==> config.mk <==
export PLATFORM = sky130hd
export DESIGN_NAME = mem_access_ctrl
export DESIGN_NICKNAME = d
export VERILOG_FILES = /design/src/rtl/mem_pkg.sv /design/src/rtl/mem_data_reg.sv /design/src/rtl/mem_access_ctrl.sv
export SDC_FILE = /design/constraint.sdc
export NUM_CORES = 1
export LEC_CHECK = 0
export BUFFER_PORTS_ARGS = -buffer_cell sky130_fd_sc_hd__buf_2
export CORE_MARGIN = 2
export CORE_UTILIZATION = 35
export CTS_CLUSTER_SIZE = 14
export DETAILED_ROUTE_END_ITERATION = 16
export PLACE_DENSITY = 0.64
export REMOVE_ABC_BUFFERS = 1
export SLEW_MARGIN = 10
export SYNTH_ARGS = -nofsm -noshare
export SYNTH_HDL_FRONTEND = slang
export SYNTH_SLANG_ARGS = --single-unit
==> constraint.sdc <==
create_clock -name Clock -period 1.9 [get_ports Clock]
set_input_delay 0.285 -clock Clock [delete_from_list [all_inputs] [get_ports Clock]]
set_output_delay 0.285 -clock Clock [all_outputs]
set_load 0.02 [all_outputs]
==> src/rtl/mem_pkg.sv <==
// Shared definitions for the main-memory initiator: FSM state encoding and
// memory geometry constants.
package mem_pkg;

    localparam int MEM_DATA_W = 32;
    localparam int MEM_ADDR_W = 9;
    localparam int MEM_DEPTH  = 512;

    typedef enum logic [2:0] {
        ST_IDLE     = 3'd0,
        ST_RD_ISSUE = 3'd1,
        ST_RD_CAP   = 3'd2,
        ST_WR_ISSUE = 3'd3,
        ST_DONE     = 3'd4
    } state_t;

endpackage

==> src/rtl/mem_data_reg.sv <==
// Memory data register: loads from the datapath bus or from RAM read data,
// with synchronous active-high Clear.
module mem_data_reg #(
    parameter int DATA_W = 32
) (
    input  logic              Clock,
    input  logic              Clear,
    input  logic              i_loadBus,
    input  logic              i_loadMem,
    input  logic [DATA_W-1:0] i_bus,
    input  logic [DATA_W-1:0] i_mem,
    output logic [DATA_W-1:0] o_q
);

    logic [DATA_W-1:0] r_mdr;

    // Capture from RAM takes priority; the controller never asserts both loads together.
    always_ff @(posedge Clock) begin
        if (Clear) begin
            r_mdr <= '0;
        end else if (i_loadMem) begin
            r_mdr <= i_mem;
        end else if (i_loadBus) begin
            r_mdr <= i_bus;
        end
    end

    assign o_q = r_mdr;

endmodule

==> src/rtl/mem_access_ctrl.sv <==
// Main-memory initiator: MAR/MDR, request FSM and single-cycle RAM strobes.
// Optional MEM_ADDR_CHECK_EN flags MAR values beyond the 512-word RAM with Err.
module mem_access_ctrl
    import mem_pkg::*;
#(
    parameter int DATA_W = MEM_DATA_W,
    parameter int ADDR_W = MEM_ADDR_W
) (
    input  logic              Clock,
    input  logic              Clear,
    input  logic              MARin,
    input  logic              MDRin,
    input  logic              Read,
    input  logic              Write,
    input  logic [DATA_W-1:0] BusMuxOut,
    output logic [DATA_W-1:0] MDR_q,
    output logic              Busy,
    output logic              Done,
    output logic              Err,
    output logic              Mem_Read,
    output logic              Mem_Write,
    output logic [ADDR_W-1:0] Mem_Address,
    output logic [DATA_W-1:0] Mem_Datain,
    input  logic [DATA_W-1:0] Mem_Dataout
);

    state_t            r_state;
    state_t            w_nextState;
    logic [DATA_W-1:0] r_mar;
    logic [DATA_W-1:0] w_marNext;
    logic              w_idle;
    logic              w_request;
    logic              w_addrErr;

    assign w_idle    = (r_state == ST_IDLE);
    assign w_request = w_idle && (Read || Write);
    assign w_marNext = (w_idle && MARin) ? BusMuxOut : r_mar;

    // The range check looks at the MAR value being loaded this edge, so a
    // same-edge MARin and request behave as if the load came first.
`ifdef MEM_ADDR_CHECK_EN
    logic r_err;

    assign w_addrErr = |w_marNext[DATA_W-1:ADDR_W];

    always_ff @(posedge Clock) begin
        if (Clear) begin
            r_err <= 1'b0;
        end else begin
            r_err <= w_request && w_addrErr;
        end
    end

    assign Err = r_err;
`else
    logic w_unusedMarHigh;

    assign w_unusedMarHigh = |r_mar[DATA_W-1:ADDR_W];
    assign w_addrErr       = 1'b0;
    assign Err             = 1'b0;
`endif

    always_ff @(posedge Clock) begin
        if (Clear) begin
            r_state <= ST_IDLE;
            r_mar   <= '0;
        end else begin
            r_state <= w_nextState;
            r_mar   <= w_marNext;
        end
    end

    always_comb begin
        w_nextState = r_state;
        case (r_state)
            ST_IDLE: begin
                if (w_request) begin
                    if (w_addrErr) begin
                        w_nextState = ST_DONE;
                    end else if (Write) begin
                        w_nextState = ST_WR_ISSUE;
                    end else begin
                        w_nextState = ST_RD_ISSUE;
                    end
                end
            end
            ST_RD_ISSUE: w_nextState = ST_RD_CAP;
            ST_RD_CAP:   w_nextState = ST_DONE;
            ST_WR_ISSUE: w_nextState = ST_DONE;
            ST_DONE:     w_nextState = ST_IDLE;
            default:     w_nextState = ST_IDLE;
        endcase
    end

    assign Busy        = !w_idle;
    assign Done        = (r_state == ST_DONE);
    assign Mem_Read    = (r_state == ST_RD_ISSUE);
    assign Mem_Write   = (r_state == ST_WR_ISSUE);
    assign Mem_Address = r_mar[ADDR_W-1:0];
    assign Mem_Datain  = MDR_q;

    mem_data_reg #(
        .DATA_W (DATA_W)
    ) u_mdr (
        .Clock     (Clock),
        .Clear     (Clear),
        .i_loadBus (w_idle && MDRin),
        .i_loadMem (r_state == ST_RD_CAP),
        .i_bus     (BusMuxOut),
        .i_mem     (Mem_Dataout),
        .o_q       (MDR_q)
    );

endmodule

==> results.cfg <==
[drt]
drt-wirelength-per-cell_um = 12.6
drt-pass1-iter-count = 4
via_per_inst = 4.70
drtIter0Drc = 28
drtAntennaViolNets = 0
routed_wl_mm = 5.39
vias = 2007
drc = 0

[timing]
clock_skew_ns = 0.00474
hold_viol = 0
slew_viol_final = 0
worst_slew_pin_slew_ns = 0.507
tns_ns = 0
period_needed_ns = 1.69
setup_viol = 0
rsz0062_at_grt = false
period_share = 0.889
slew_headroom = 0.660
fmax_mhz = 592

[grt]
grt_max_degree = 18
grt_pass1_wl_mm = 8.56
grt_overflow = 0
antenna_found_initial = 0
track_usage = 0.140
grt_pass1_vias = 1877

[layout]
design_area_um2 = 3010
multi_input_area_um2 = 1000
seq_area_um2 = 882
fill_cells = 681
antenna_cells = 0
nNetsFinal = 416
drive_gt1_frac = 0.562
area_growth_pct = 26.1

[synth]
synth_cells = 235
yosys.area.top_type = dfxtp_1
synth.area.top_cells = dfxtp_1, a2bb2oi_2, a22o_1
syn_area_um2 = 2390
synth_top_area_share = 0.369
syn_avg_cell_area_um2 = 10.2
yosysUniqueCellTypes = 22
synth-seq-cells = 44
seq_area_frac_synth = 0.369
yosysWarnings = 0

[clocking]
cts.htree.levels = 2
postCtsResizedCells = 0
hold_buffers = 0
cts_made_buffers = 5
cts_tree = yes
root_buffer = clkbuf_8
cts_setup_buffers = 0
cts_max_path_buffers = 2
insertion_delay_ns = 0.29
clkTransAtPathRegs_ns = 0.08
clock_sinks = 44

[place]
io_buffers = 146
hpwl_mm = 4.19
gp_congestion = 0.759
placed_cell_area_um2 = 2910

[setup_path]
arrival_ns = 1.40
cp-startpoint = r_state[0]
reg2reg_to = r_mar[8]
worst_setup_path_end_kind = primary output
r2r_setup_slack_ns = 0.38
critPathSlowestCell = dfxtp_1
crit_path_end = Mem_Read
critPathMaxFanout = 8
worstPathCellList = inv_1 > nor3_1 > buf_2
r2r_cells = 3
path_class = flip-flop to primary output
r2r-start = r_state[2]
required_ns = 1.62
max_stage_delay_ns = 0.58
worstSetupStartpointType = flip-flop

[pwr]
p_total_w = 0.00267
clockPowerShare = 0.262
sw_frac_of_total = 0.332
power.net_switching_w = 0.000886
combPwrFrac = 0.325
cell_internal_pwr_w = 0.00178
peakVddDrop_uv = 285
seq_power_share = 0.413
powerDensity_nw_per_um2 = 885
p_leak_nw = 1.64

[job]
maxCapViolCount = 0

[outcome]
status = finished, final reports clean

[die]
die_w_um = 86.6
rows = 30
floorplan.die_area_um2 = 7500
start_util = 0.358
core_um2 = 6680
die-height_um = 86.6
ios = 148

[worst_hold_path]
hold_path_class = input pin to flip-flop
[metal layers]
metal / wire [um] / track usage / share of wire / up-vias
met2: 2750 / 0.251 / 0.51 / 78
met4: 60 / 0.0455 / 0.011 / 0
met1: 2240 / 0.168 / 0.41 / 926
li1: - / - / - / 997
met3: 347 / 0.0267 / 0.064 / 6
met5: 0 / 0 / 0 / -
[per-stage QoR]
stage / setup slack, ns / hold WS, ns / utilization / cells
floorplan: -1.19 / 0.354 / - / 185
global placement: 0.405 / 0.443 / 0.435 / 419
detailed placement: 0.388 / 0.448 / 0.435 / 419
CTS: 0.177 / 0.238 / 0.451 / 427
global route: 0.0783 / 0.245 / 0.451 / 427
finish: 0.211 / 0.245 / 0.451 / 427
[final cells by class]
cell class | count | share of cell area
tap | 80 | 0.0332
sequential | 44 | 0.293
multi-input combinational | 106 | 0.333
inverter | 35 | 0.0436
clock buffer | 6 | 0.0241
timing repair buffer | 154 | 0.262
clock inverter | 2 | 0.0116
[power groups by stage]
stage	Clock, W	Sequential, W	Combinational, W
after global routing	0.000765	0.00112	0.000930
final	0.000699	0.00110	0.000868
after floorplan	0	0.00135	0.000318
after global placement	0	0.00112	0.000871
after detailed placement	0	0.00112	0.000876
after CTS	0.000728	0.00110	0.000878
[Yosys cell counts (all sizes together)]
master / count
or4b: 1
nand2: 18
clkbuf: 1
inv: 35
or3: 1
a21oi: 9
a2111oi: 1
nor4: 1
nor3b: 4
o31a: 1
a22o: 32
nor2: 2
nor4b: 1
a2bb2oi: 32
nor3: 2
buf: 49
conb: 1
dfxtp: 44
[logic make-up after synthesis]
logic type             synth area share
buffers and inverters             0.212
other                           0.00157
DFF                               0.369
AOI/OAI and AO/OA                 0.339
and+or+nand+nor                  0.0785
[placed cells by master, fill, tap and decap left out]
cell type and count:
dfxtp_2 1, buf_4 8, a21oi_1 9, a2111oi_0 1, clkbuf_1 1, a2bb2oi_1 2, nand2_1 18, or3_1 1
inv_1 35, a22o_1 32, or4b_1 1, conb_1 1, dfxtp_1 43, buf_2 146, nor4b_4 1, nor3b_4 1
nor3_1 2, nor2_1 2, o31a_1 1, clkinv_2 1, clkbuf_8 5, a2bb2oi_2 30, nor3b_1 3, bufinv_16 1
nor4_4 1
[critical path: cells and delay by family, from the launching register on]
kind | cells | cell delay (ns)
DFF | 1 | 0.58
buffers and inverters | 2 | 0.33
and+or+nand+nor | 1 | 0.20
[registers in the layout, indices dropped and copies added, names as in the netlist]
signal and flops:
u_mdr.o_q 32, r_mar 9, r_state 3
[how the worst min path moves through the flow]
stage	endpoint	cells after the start	slack, ns	from
2_1_floorplan	r_mar[0]	1	0.35	Clear
3_3_place_gp	r_mar[2]	2	0.44	r_mar[2]
3_5_place_dp	r_mar[2]	2	0.45	r_mar[2]
4_1_cts	r_mar[3]	3	0.24	BusMuxOut[3]
5_1_grt	r_mar[6]	3	0.25	BusMuxOut[6]
6_report	r_mar[3]	3	0.24	BusMuxOut[3]
No activity file was read; power rests on OpenSTA's default activity.
